<file path="src/rtl/axis_packetizer.sv">
// ---------------------------------------------------------------------------
// axis_packetizer
//
// Frames a continuous AXI4-Stream of samples into fixed-length packets and
// marks the final beat of each packet with M_AXIS_tlast. The result feeds a
// DMA / RAM-writer stage.
//
// Datapath: one output register plus a one-entry skid register. Every output
// comes straight from a flop. S_AXIS_tready is registered too. The skid entry
// catches the single beat that can arrive in the cycle when the master side
// first stalls. Because of it, a full 1 beat/cycle rate holds while
// M_AXIS_tready stays high, and no beat is lost or duplicated under
// backpressure.
//
// Framing: a three-state FSM (IDLE / RUN / STOP) gates acceptance.
// cfg_length is captured only at a packet start, so a change never affects a
// packet that is already under way. Dropping enable always lets the current
// packet finish before acceptance stops. tlast is decided when a beat is
// accepted and then travels with its data through both registers.
//
// Ports:
//   aclk           in   clock, rising edge
//   aresetn        in   synchronous active-low reset
//   enable         in   1 = start/continue packetizing, 0 = stop after packet
//   cfg_length     in   beats per packet, sampled at each packet start
//   S_AXIS_tready  out  slave ready (registered)
//   S_AXIS_tvalid  in   slave valid
//   S_AXIS_tdata   in   slave data
//   M_AXIS_tready  in   master ready
//   M_AXIS_tvalid  out  master valid
//   M_AXIS_tdata   out  master data
//   M_AXIS_tlast   out  last beat of packet
//   packet_count   out  packets fully transferred on the master side
// ---------------------------------------------------------------------------
module axis_packetizer #(
    parameter int AXIS_TDATA_WIDTH = 32,
    parameter int LENGTH_WIDTH     = 16,
    parameter int COUNT_WIDTH      = 32
) (
    input  logic                        aclk,
    input  logic                        aresetn,
    input  logic                        enable,
    input  logic [LENGTH_WIDTH-1:0]     cfg_length,
    output logic                        S_AXIS_tready,
    input  logic                        S_AXIS_tvalid,
    input  logic [AXIS_TDATA_WIDTH-1:0] S_AXIS_tdata,
    input  logic                        M_AXIS_tready,
    output logic                        M_AXIS_tvalid,
    output logic [AXIS_TDATA_WIDTH-1:0] M_AXIS_tdata,
    output logic                        M_AXIS_tlast,
    output logic [COUNT_WIDTH-1:0]      packet_count
);

    localparam logic [LENGTH_WIDTH-1:0] LEN_ONE = LENGTH_WIDTH'(1);
    localparam logic [COUNT_WIDTH-1:0]  CNT_ONE = COUNT_WIDTH'(1);

    typedef enum logic [1:0] {
        ST_IDLE = 2'd0,
        ST_RUN  = 2'd1,
        ST_STOP = 2'd2
    } state_t;

    // ---------------------------------------------------------------------
    // Registers
    // ---------------------------------------------------------------------
    state_t                        r_state;
    logic [LENGTH_WIDTH-1:0]       r_len;       // beats in the current packet
    logic [LENGTH_WIDTH-1:0]       r_cnt;       // beats accepted so far
    logic                          r_s_tready;
    logic                          r_m_valid;
    logic [AXIS_TDATA_WIDTH-1:0]   r_m_data;
    logic                          r_m_last;
    logic                          r_sk_valid;
    logic [AXIS_TDATA_WIDTH-1:0]   r_sk_data;
    logic                          r_sk_last;
    logic [COUNT_WIDTH-1:0]        r_pkt_cnt;

    // ---------------------------------------------------------------------
    // Wires
    // ---------------------------------------------------------------------
    state_t                        w_state_nxt;
    logic                          w_s_fire;
    logic                          w_m_fire;
    logic                          w_out_free;
    logic                          w_is_last;
    logic                          w_boundary;
    logic                          w_start;
    logic                          w_permit_nxt;
    logic                          w_m_valid_nxt;
    logic [AXIS_TDATA_WIDTH-1:0]   w_m_data_nxt;
    logic                          w_m_last_nxt;
    logic                          w_sk_valid_nxt;
    logic [AXIS_TDATA_WIDTH-1:0]   w_sk_data_nxt;
    logic                          w_sk_last_nxt;
    logic                          w_s_tready_nxt;

    assign w_s_fire   = S_AXIS_tvalid & r_s_tready;
    assign w_m_fire   = r_m_valid & M_AXIS_tready;
    // The output register can take a new beat this cycle if it is empty now
    // or if its current beat leaves this cycle.
    assign w_out_free = ~r_m_valid | M_AXIS_tready;
    // r_len is never 0 while beats are accepted, so len-1 cannot underflow
    // in any cycle where this matters.
    assign w_is_last  = (r_cnt == (r_len - LEN_ONE));
    assign w_boundary = w_s_fire & w_is_last;

    // ---------------------------------------------------------------------
    // FSM process 1: state register
    // ---------------------------------------------------------------------
    // NOTE: sequential state uses non-blocking assignments, and reset is
    // sampled on the clock edge, so reset behaves like any other
    // synchronous input.
    always_ff @(posedge aclk) begin
        if (!aresetn) begin
            r_state <= ST_IDLE;
        end else begin
            r_state <= w_state_nxt;
        end
    end

    // ---------------------------------------------------------------------
    // FSM process 2: next-state logic
    // ---------------------------------------------------------------------
    // NOTE: every combinational output gets a default before the case, so
    // no path leaves it unassigned and no latch is inferred.
    always_comb begin
        w_state_nxt = r_state;
        case (r_state)
            ST_IDLE: begin
                if (enable && (cfg_length != '0)) begin
                    w_state_nxt = ST_RUN;
                end
            end
            ST_RUN: begin
                if (w_boundary) begin
                    // A packet just closed. Stop cleanly if enable fell or
                    // if the next packet would have zero length.
                    if (!enable || (cfg_length == '0)) begin
                        w_state_nxt = ST_IDLE;
                    end
                end else if (!enable) begin
                    w_state_nxt = ST_STOP;
                end
            end
            ST_STOP: begin
                // Finish the packet. A re-asserted enable is ignored here
                // and takes effect from IDLE.
                if (w_boundary) begin
                    w_state_nxt = ST_IDLE;
                end
            end
            default: w_state_nxt = ST_IDLE;
        endcase
    end

    // ---------------------------------------------------------------------
    // FSM process 3: state-derived controls
    // ---------------------------------------------------------------------
    always_comb begin
        w_permit_nxt = (w_state_nxt != ST_IDLE);
        w_start      = (r_state == ST_IDLE) && (w_state_nxt == ST_RUN);
    end

    // ---------------------------------------------------------------------
    // Packet length / beat counter
    // ---------------------------------------------------------------------
    always_ff @(posedge aclk) begin
        if (!aresetn) begin
            r_len <= '0;
            r_cnt <= '0;
        end else if (w_start) begin
            r_len <= cfg_length;
            r_cnt <= '0;
        end else if (w_s_fire) begin
            if (w_is_last) begin
                // Re-latch here so a new cfg_length applies only from the
                // next packet onward.
                r_cnt <= '0;
                r_len <= cfg_length;
            end else begin
                r_cnt <= r_cnt + LEN_ONE;
            end
        end
    end

    // ---------------------------------------------------------------------
    // Output register + skid register next-state
    // ---------------------------------------------------------------------
    always_comb begin
        w_m_valid_nxt  = r_m_valid;
        w_m_data_nxt   = r_m_data;
        w_m_last_nxt   = r_m_last;
        w_sk_valid_nxt = r_sk_valid;
        w_sk_data_nxt  = r_sk_data;
        w_sk_last_nxt  = r_sk_last;

        if (w_out_free) begin
            if (r_sk_valid) begin
                // The older beat in the skid entry goes out first, which
                // keeps beats in order.
                w_m_valid_nxt = 1'b1;
                w_m_data_nxt  = r_sk_data;
                w_m_last_nxt  = r_sk_last;
                if (w_s_fire) begin
                    w_sk_data_nxt = S_AXIS_tdata;
                    w_sk_last_nxt = w_is_last;
                end else begin
                    w_sk_valid_nxt = 1'b0;
                end
            end else if (w_s_fire) begin
                w_m_valid_nxt = 1'b1;
                w_m_data_nxt  = S_AXIS_tdata;
                w_m_last_nxt  = w_is_last;
            end else begin
                w_m_valid_nxt = 1'b0;
            end
        end else if (w_s_fire) begin
            // The master is stalled. S_AXIS_tready was still high this
            // cycle, so this beat lands in the (empty) skid entry.
            w_sk_valid_nxt = 1'b1;
            w_sk_data_nxt  = S_AXIS_tdata;
            w_sk_last_nxt  = w_is_last;
        end

        // Accept next cycle only while the FSM allows it and the skid entry
        // can still absorb one beat if the master stalls.
        w_s_tready_nxt = w_permit_nxt & ~w_sk_valid_nxt;
    end

    always_ff @(posedge aclk) begin
        if (!aresetn) begin
            r_s_tready <= 1'b0;
            r_m_valid  <= 1'b0;
            r_m_data   <= '0;
            r_m_last   <= 1'b0;
            r_sk_valid <= 1'b0;
            r_sk_data  <= '0;
            r_sk_last  <= 1'b0;
        end else begin
            r_s_tready <= w_s_tready_nxt;
            r_m_valid  <= w_m_valid_nxt;
            r_m_data   <= w_m_data_nxt;
            r_m_last   <= w_m_last_nxt;
            r_sk_valid <= w_sk_valid_nxt;
            r_sk_data  <= w_sk_data_nxt;
            r_sk_last  <= w_sk_last_nxt;
        end
    end

    // ---------------------------------------------------------------------
    // Completed-packet counter (wraps naturally)
    // ---------------------------------------------------------------------
    always_ff @(posedge aclk) begin
        if (!aresetn) begin
            r_pkt_cnt <= '0;
        end else if (w_m_fire && r_m_last) begin
            r_pkt_cnt <= r_pkt_cnt + CNT_ONE;
        end
    end

    assign S_AXIS_tready = r_s_tready;
    assign M_AXIS_tvalid = r_m_valid;
    assign M_AXIS_tdata  = r_m_data;
    assign M_AXIS_tlast  = r_m_last;
    assign packet_count  = r_pkt_cnt;

endmodule

</file>
<file path="config.mk">
export PLATFORM = sky130hd
export DESIGN_NAME = axis_packetizer
export DESIGN_NICKNAME = d
export VERILOG_FILES = /design/src/rtl/axis_packetizer.sv
export SDC_FILE = /design/constraint.sdc
export NUM_CORES = 1
export LEC_CHECK = 0
export CAP_MARGIN = 40
export CORE_MARGIN = 1.5
export CORE_UTILIZATION = 47
export DETAILED_ROUTE_END_ITERATION = 10
export GPL_TIMING_DRIVEN = 0
export PLACE_DENSITY = 0.76
export SLEW_MARGIN = 20
export SYNTH_ARGS = -nofsm -noshare
export SYNTH_HDL_FRONTEND = slang
export SYNTH_SLANG_ARGS = --single-unit
export TNS_END_PERCENT = 100
</file>
<file path="constraint.sdc">
create_clock -name aclk -period 2.7 [get_ports aclk]
set_clock_uncertainty 0.05 [all_clocks]
set_input_delay 0.54 -clock aclk [delete_from_list [all_inputs] [get_ports aclk]]
set_output_delay 0.54 -clock aclk [all_outputs]
set_load 0.01 [all_outputs]
</file>
; After elaboration in Yosys (flattened, before gate mapping)
; Cells that the tools add are included.
[totals]
word_cells = 67
in_bits = 53
reg_bits = 135
[classes]
n_eq_ne = 5
mux = 25
n_reduce_logical = 15
bitwise = 8
add_sub_neg = 3
[op_table]
columns = cell, count
row1 = 32-bit two-way mux, 5
row2 = 16-bit two-way mux, 4
row3 = "32-bit by 1-bit adder with 32-bit output, second input constant", 1
row4 = "16-bit by 1-bit adder with 16-bit output, second input constant", 1
row5 = 16-bit equality test, 1
row6 = 16-bit zero test, 1
row7 = 16-bit nonzero test, 1
row8 = "16-bit by 1-bit subtractor with 16-bit output, second input constant", 1
row9 = 1-bit two-way mux, 10
row10 = 2-bit two-way mux, 5
row11 = 2-bit nonzero test, 4
row12 = 2-bit one-hot mux with 3 select lines, 1
row13 = 1-bit bitwise AND, 4
row14 = "2-bit by 1-bit equality test with 1-bit output, second input constant", 2
row15 = 2-bit AND reduction, 2
row16 = 1-bit logical AND, 3
row17 = 1-bit NOT, 3
row18 = "2-bit equality test, second input constant", 1
row19 = 2-bit zero test, 1
row20 = "2-bit inequality test, second input constant", 1
row21 = 2-bit OR reduction, 1
row22 = 1-bit zero test, 1
row23 = 1-bit logical OR, 1
row24 = 1-bit OR, 1

; Logic depth before layout (Yosys ltp)
[depth]
word_depth = 9
depth_mapped = 12
depth_no_buf = 9

; Least setup slack after synthesis
; No wires, ideal clock.
[synth_path]
path_type = reg-to-reg
start = register r_len[0]
end = register r_len[10]
path_slack_ns = 0.210
synth_period_minus_slack_ns = 2.490
path_stages_with_launch = 13
setup_ns = 0.072
arrival_time_ns = 2.368
required_ns = 2.578
path_cell_list = dfxtp_1 > buf_2 > inv_1 > ha_1 > buf_2 > o21bai_1 > a211oi_1 > a211oi_2 > a2111oi_4 > nand4_4 > nand2_8 > buf_12 > mux2i_1
[synth_via]
elab_chain_len = 9
elab_cells_between_ends = 12
cone_classes = add/sub: 1 / eq/ne: 2 / mux: 4 / bitwise: 1 / reduce/logical: 4
[synth_rtl]
columns = item, line_no
row1 = start: declaration, 67  ; logic [LENGTH_WIDTH-1:0] r_len;
row2 = start signal: assignment, 172  ; r_len <= cfg_length;
row3 = start signal: assignment, 179  ; r_len <= cfg_length;
row4 = 16-bit by 1-bit subtractor with 16-bit output (*), 104  ; assign w_is_last = (r_cnt == (r_len - LEN_ONE));
row5 = 16-bit equality test (*), 104
row6 = 1-bit bitwise AND, 105  ; assign w_boundary = w_s_fire & w_is_last;
row7 = 2-bit two-way mux (on tied branches), "148, 135"
row8 = 2-bit one-hot mux with 3 select lines, 128  ; case (r_state)
row9 = 2-bit by 1-bit equality test with 1-bit output, 161  ; w_start = (r_state == ST_IDLE) && (w_state_nxt == ST_RUN);
row10 = 1-bit logical AND, 161
row11 = 2-bit nonzero test (no source line), n/a
row12 = 2-bit AND reduction (no source line), n/a
; Every way passes the cells marked *; elsewhere a longest branch is shown, timed or not.
; A chain may end at the register's enable or synchronous reset.

; Worst setup path in the final report
[layout_path]
start = register r_len[0]
end = register r_len[12]
; The elaborated chain is that of the path after synthesis.

==> flow_summary.json <==
{
  "wl_per_cell_um": 14.8,
  "io_pins": 120,
  "cts.sinks": 135,
  "crit_required_ns": 2.98,
  "r2r-start": "r_len[0]$_SDFFE_PN0P_",
  "final_common_cell": "nand2_1",
  "final_core_util": 0.641,
  "min_path_type": "register to register",
  "setup_tns_ns": 0,
  "hold_end": "r_sk_data[24]$_SDFFE_PN0P_",
  "status": "complete, no violations",
  "antennaDiodeCount": 0,
  "cpMostUsedCell": "a211oi_2",
  "top_layer": "met4",
  "antenna_left": 0,
  "die_width_um": 119,
  "power_density_nw_per_um2": 598,
  "synth_edf_count": 0,
  "routed_via_density": 5.22,
  "crit_buf_inv": 3,
  "numCtsBuffers": 17,
  "layout_common_cells": "nand2_1, dfxtp_1, clkdlybuf4s50_1",
  "wl_met2_um": 7580,
  "placed_area_sq_um": 7740,
  "place_inst": 1004,
  "max_freq_mhz": 393,
  "grt_pass1_wl_um": 25400,
  "yosys_warnings": 0,
  "die-area_sq_um": 14200,
  "avgSynthCellArea_sq_um": 8.93,
  "synth_top_family_by_area": "simple AND/OR/NAND/NOR gates",
  "maxCapViolCount": 0,
  "period_minus_slack_ns": 2.55,
  "slew_headroom": 0.519,
  "slowest_stage": "a2111oi_4",
  "m1WireLength_um": 6670,
  "hpwl_um": 11300,
  "first_iter_violations": 241,
  "tritoncts": "yes",
  "synth_seq_cells": 135,
  "crit_path_max_fanout": 7,
  "area_delta_synth_final_pct": 33.4,
  "synth-adder-area-share": 0.00592,
  "worstMarginPinSlew_ns": 0.721,
  "ys.flop_type": "dfxtp_1",
  "final_area_sq_um": 8450,
  "num_vias": 5439,
  "synth.area.top_cells": "dfxtp_1, nand2_1, mux2i_1",
  "yosys.area_share.simple": 0.240,
  "setup_viol": 0,
  "place.gp.congestion": 0.884,
  "finalCritPeriodShare": 0.943,
  "maxSlewViolCount": 0,
  "routed_wl_um": 15400,
  "row_count": 42,
  "slowest_delay_ns": 0.45,
  "clkTransAtPathRegs_ns": 0.05,
  "leakagePower_nw": 3.38,
  "worstPathArrival_ns": 2.83,
  "antenna_found_initial": 0,
  "grt_start_max_net_pins": 17,
  "cpLargestDelayFamily": "compound AO/OA/AOI/OAI gates",
  "r2r-end": "r_len[12]$_SDFFE_PN0P_",
  "hp-start": "r_sk_data[24]$_SDFFE_PN0P_",
  "drtPass1Iterations": 5,
  "yosys.area.top_type": "dfxtp_1",
  "clkLatencyLatePin_ns": 0.41,
  "synth-xor-area-share": 0.0898,
  "synth_area_sq_um": 6340,
  "reg2regPathDepth": 11,
  "hold_viol_final": 0,
  "endpoint_kind": "register",
  "first_global_vias": 5345,
  "crit_type": "register to register",
  "seq_area_frac_synth": 0.426,
  "cts-root-buf": "clkbuf_16",
  "htreeDepth": 4,
  "start_kind": "register",
  "synth_cell_types": 52,
  "synth_compound_area_frac": 0.125,
  "crit_chain": "buf_6 > inv_1 > ha_2 > o21bai_1 > a211oi_2 > a211oi_2 > a2111oi_4 > nand4_4 > nand2_8 > buf_12 > mux2i_2",
  "ir_drop_mv": 0.553,
  "port_buffers": 118,
  "r2r_slack_ns": 0.15,
  "async_flop_share": 0,
  "whs_ns": 0.413,
  "hold_depth": 2,
  "synth.area.mux_share": 0.0808,
  "syn_nets": 766,
  "drive_above_1_share": 0.0694,
  "clockBufferDepth": 2,
  "fin_nets": 908,
  "start_util": 0.480,
  "grt.overflow.total": 0,
  "rsz0062_at_grt": "no",
  "met3_length_um": 948,
  "track_usage": 0.224,
  "drc": 0,
  "syn-instance-count": 710,
  "coreArea_sq_um": 13200,
  "yosys.area.top_type_share": 0.426,
  "final_cells": 1041,
  "die_h_um": 119
}
==> tightest hold or removal path: cells and delay by family (launching register included) <==
| family | cells | cell delay, ns |
|---|---|---|
| AND/OR/NAND/NOR | 1 | 0.05 |
| flip-flops | 1 | 0.31 |
| AO/OA/AOI/OAI | 1 | 0.06 |
==> final cells by class <==
class | count | area [sq um]
Tap cell | 176 | 220
Fill cell | 1108 | 4740
Sequential cell | 135 | 2700
Buffer | 41 | 190
Multi-Input combinational cell | 528 | 3460
Inverter | 5 | 18.8
Clock inverter | 11 | 146
Timing Repair Buffer | 124 | 1250
Clock buffer | 21 | 470
==> per-layer routing <==
layer	GRT usage	vias up
met5	0	-
met4	0.0700	0
met3	0.0781	17
met2	0.379	136
met1	0.267	2588
li1	-	2698
==> cells by family (layout without fill, tap and decap cells) <==
group | Yosys count | after routing
flip-flops | 135 | 135
buffers and inverters | 47 | 202
XOR/XNOR | 65 | 65
adder cells (fa/ha/maj) | 3 | 3
AND/OR/NAND/NOR | 314 | 314
multiplexers | 51 | 51
AO/OA/AOI/OAI | 95 | 95
==> cells in the mapped netlist, types with 2 or more instances <==
cell type / instances
a21oi_1: 9
nor2b_1: 4
nor4_2: 2
o21ai_1: 2
xor2_1: 25
o211a_1: 34
nand4_1: 11
a21boi_0: 34
mux2i_1: 50
nor2_1: 42
nor3_1: 6
xnor2_1: 40
a211oi_1: 2
and2_1: 35
buf_1: 6
nand2b_1: 4
nor3b_1: 3
nand3_1: 18
inv_1: 5
ha_1: 3
o211ai_1: 2
dfxtp_1: 135
and3_1: 10
o21ai_0: 5
nor4_1: 7
nor3_2: 2
buf_2: 2
clkbuf_1: 31
nand2_1: 158
==> worst max-delay path by stage <==
| stage | start | to | slack [ns] | cells past startpoint |
|---|---|---|---|---|
| after floorplan | r_len[0]$_SDFFE_PN0P_ | r_len[10]$_SDFFE_PN0P_ | 0.21 | 12 |
| after global placement | M_AXIS_tready | packet_count[31]$_SDFFE_PN0P_ | -0.35 | 10 |
| after detailed placement | M_AXIS_tready | packet_count[27]$_SDFFE_PN0P_ | -0.36 | 10 |
| after CTS | r_len[0]$_SDFFE_PN0P_ | r_len[12]$_SDFFE_PN0P_ | 0.03 | 12 |
| after global routing | S_AXIS_tvalid | M_AXIS_tdata[21]$_SDFFE_PN0P_ | 0.0004 | 9 |
| final | r_len[0]$_SDFFE_PN0P_ | r_len[12]$_SDFFE_PN0P_ | 0.15 | 11 |
==> stage by stage <==
step                setup WS, ns  total power [mW]
floorplan                  0.210              2.46
global placement          -0.355              2.68
detailed placement        -0.359              2.70
CTS                       0.0271              5.08
global route            0.000359              5.26
finish                     0.154              5.05
==> sequential cells by signal (all words and copies together), names as in the netlist <==
name	cells
r_sk_last	1
r_cnt	16
M_AXIS_tvalid	1
r_len	16
packet_count	32
M_AXIS_tdata	32
M_AXIS_tlast	1
S_AXIS_tready	1
r_sk_data	32
r_state	2
r_sk_valid	1
==> power breakdown <==
group          total, mW  switching [mW]  internal, mW
Clock               2.37           0.844          1.53
Combinational      0.577           0.276         0.302
Sequential          2.11          0.0524          2.05
Total               5.05            1.17          3.88
==> timing repair <==
item	CTS	global route
hold buffers	0	0
endpoints found under the setup margin	21	36
cloned	0	1
setup buffers	3	2
pin swaps	3	6
gates resized for setup	2	10
(Power assumes the default switching activity.)
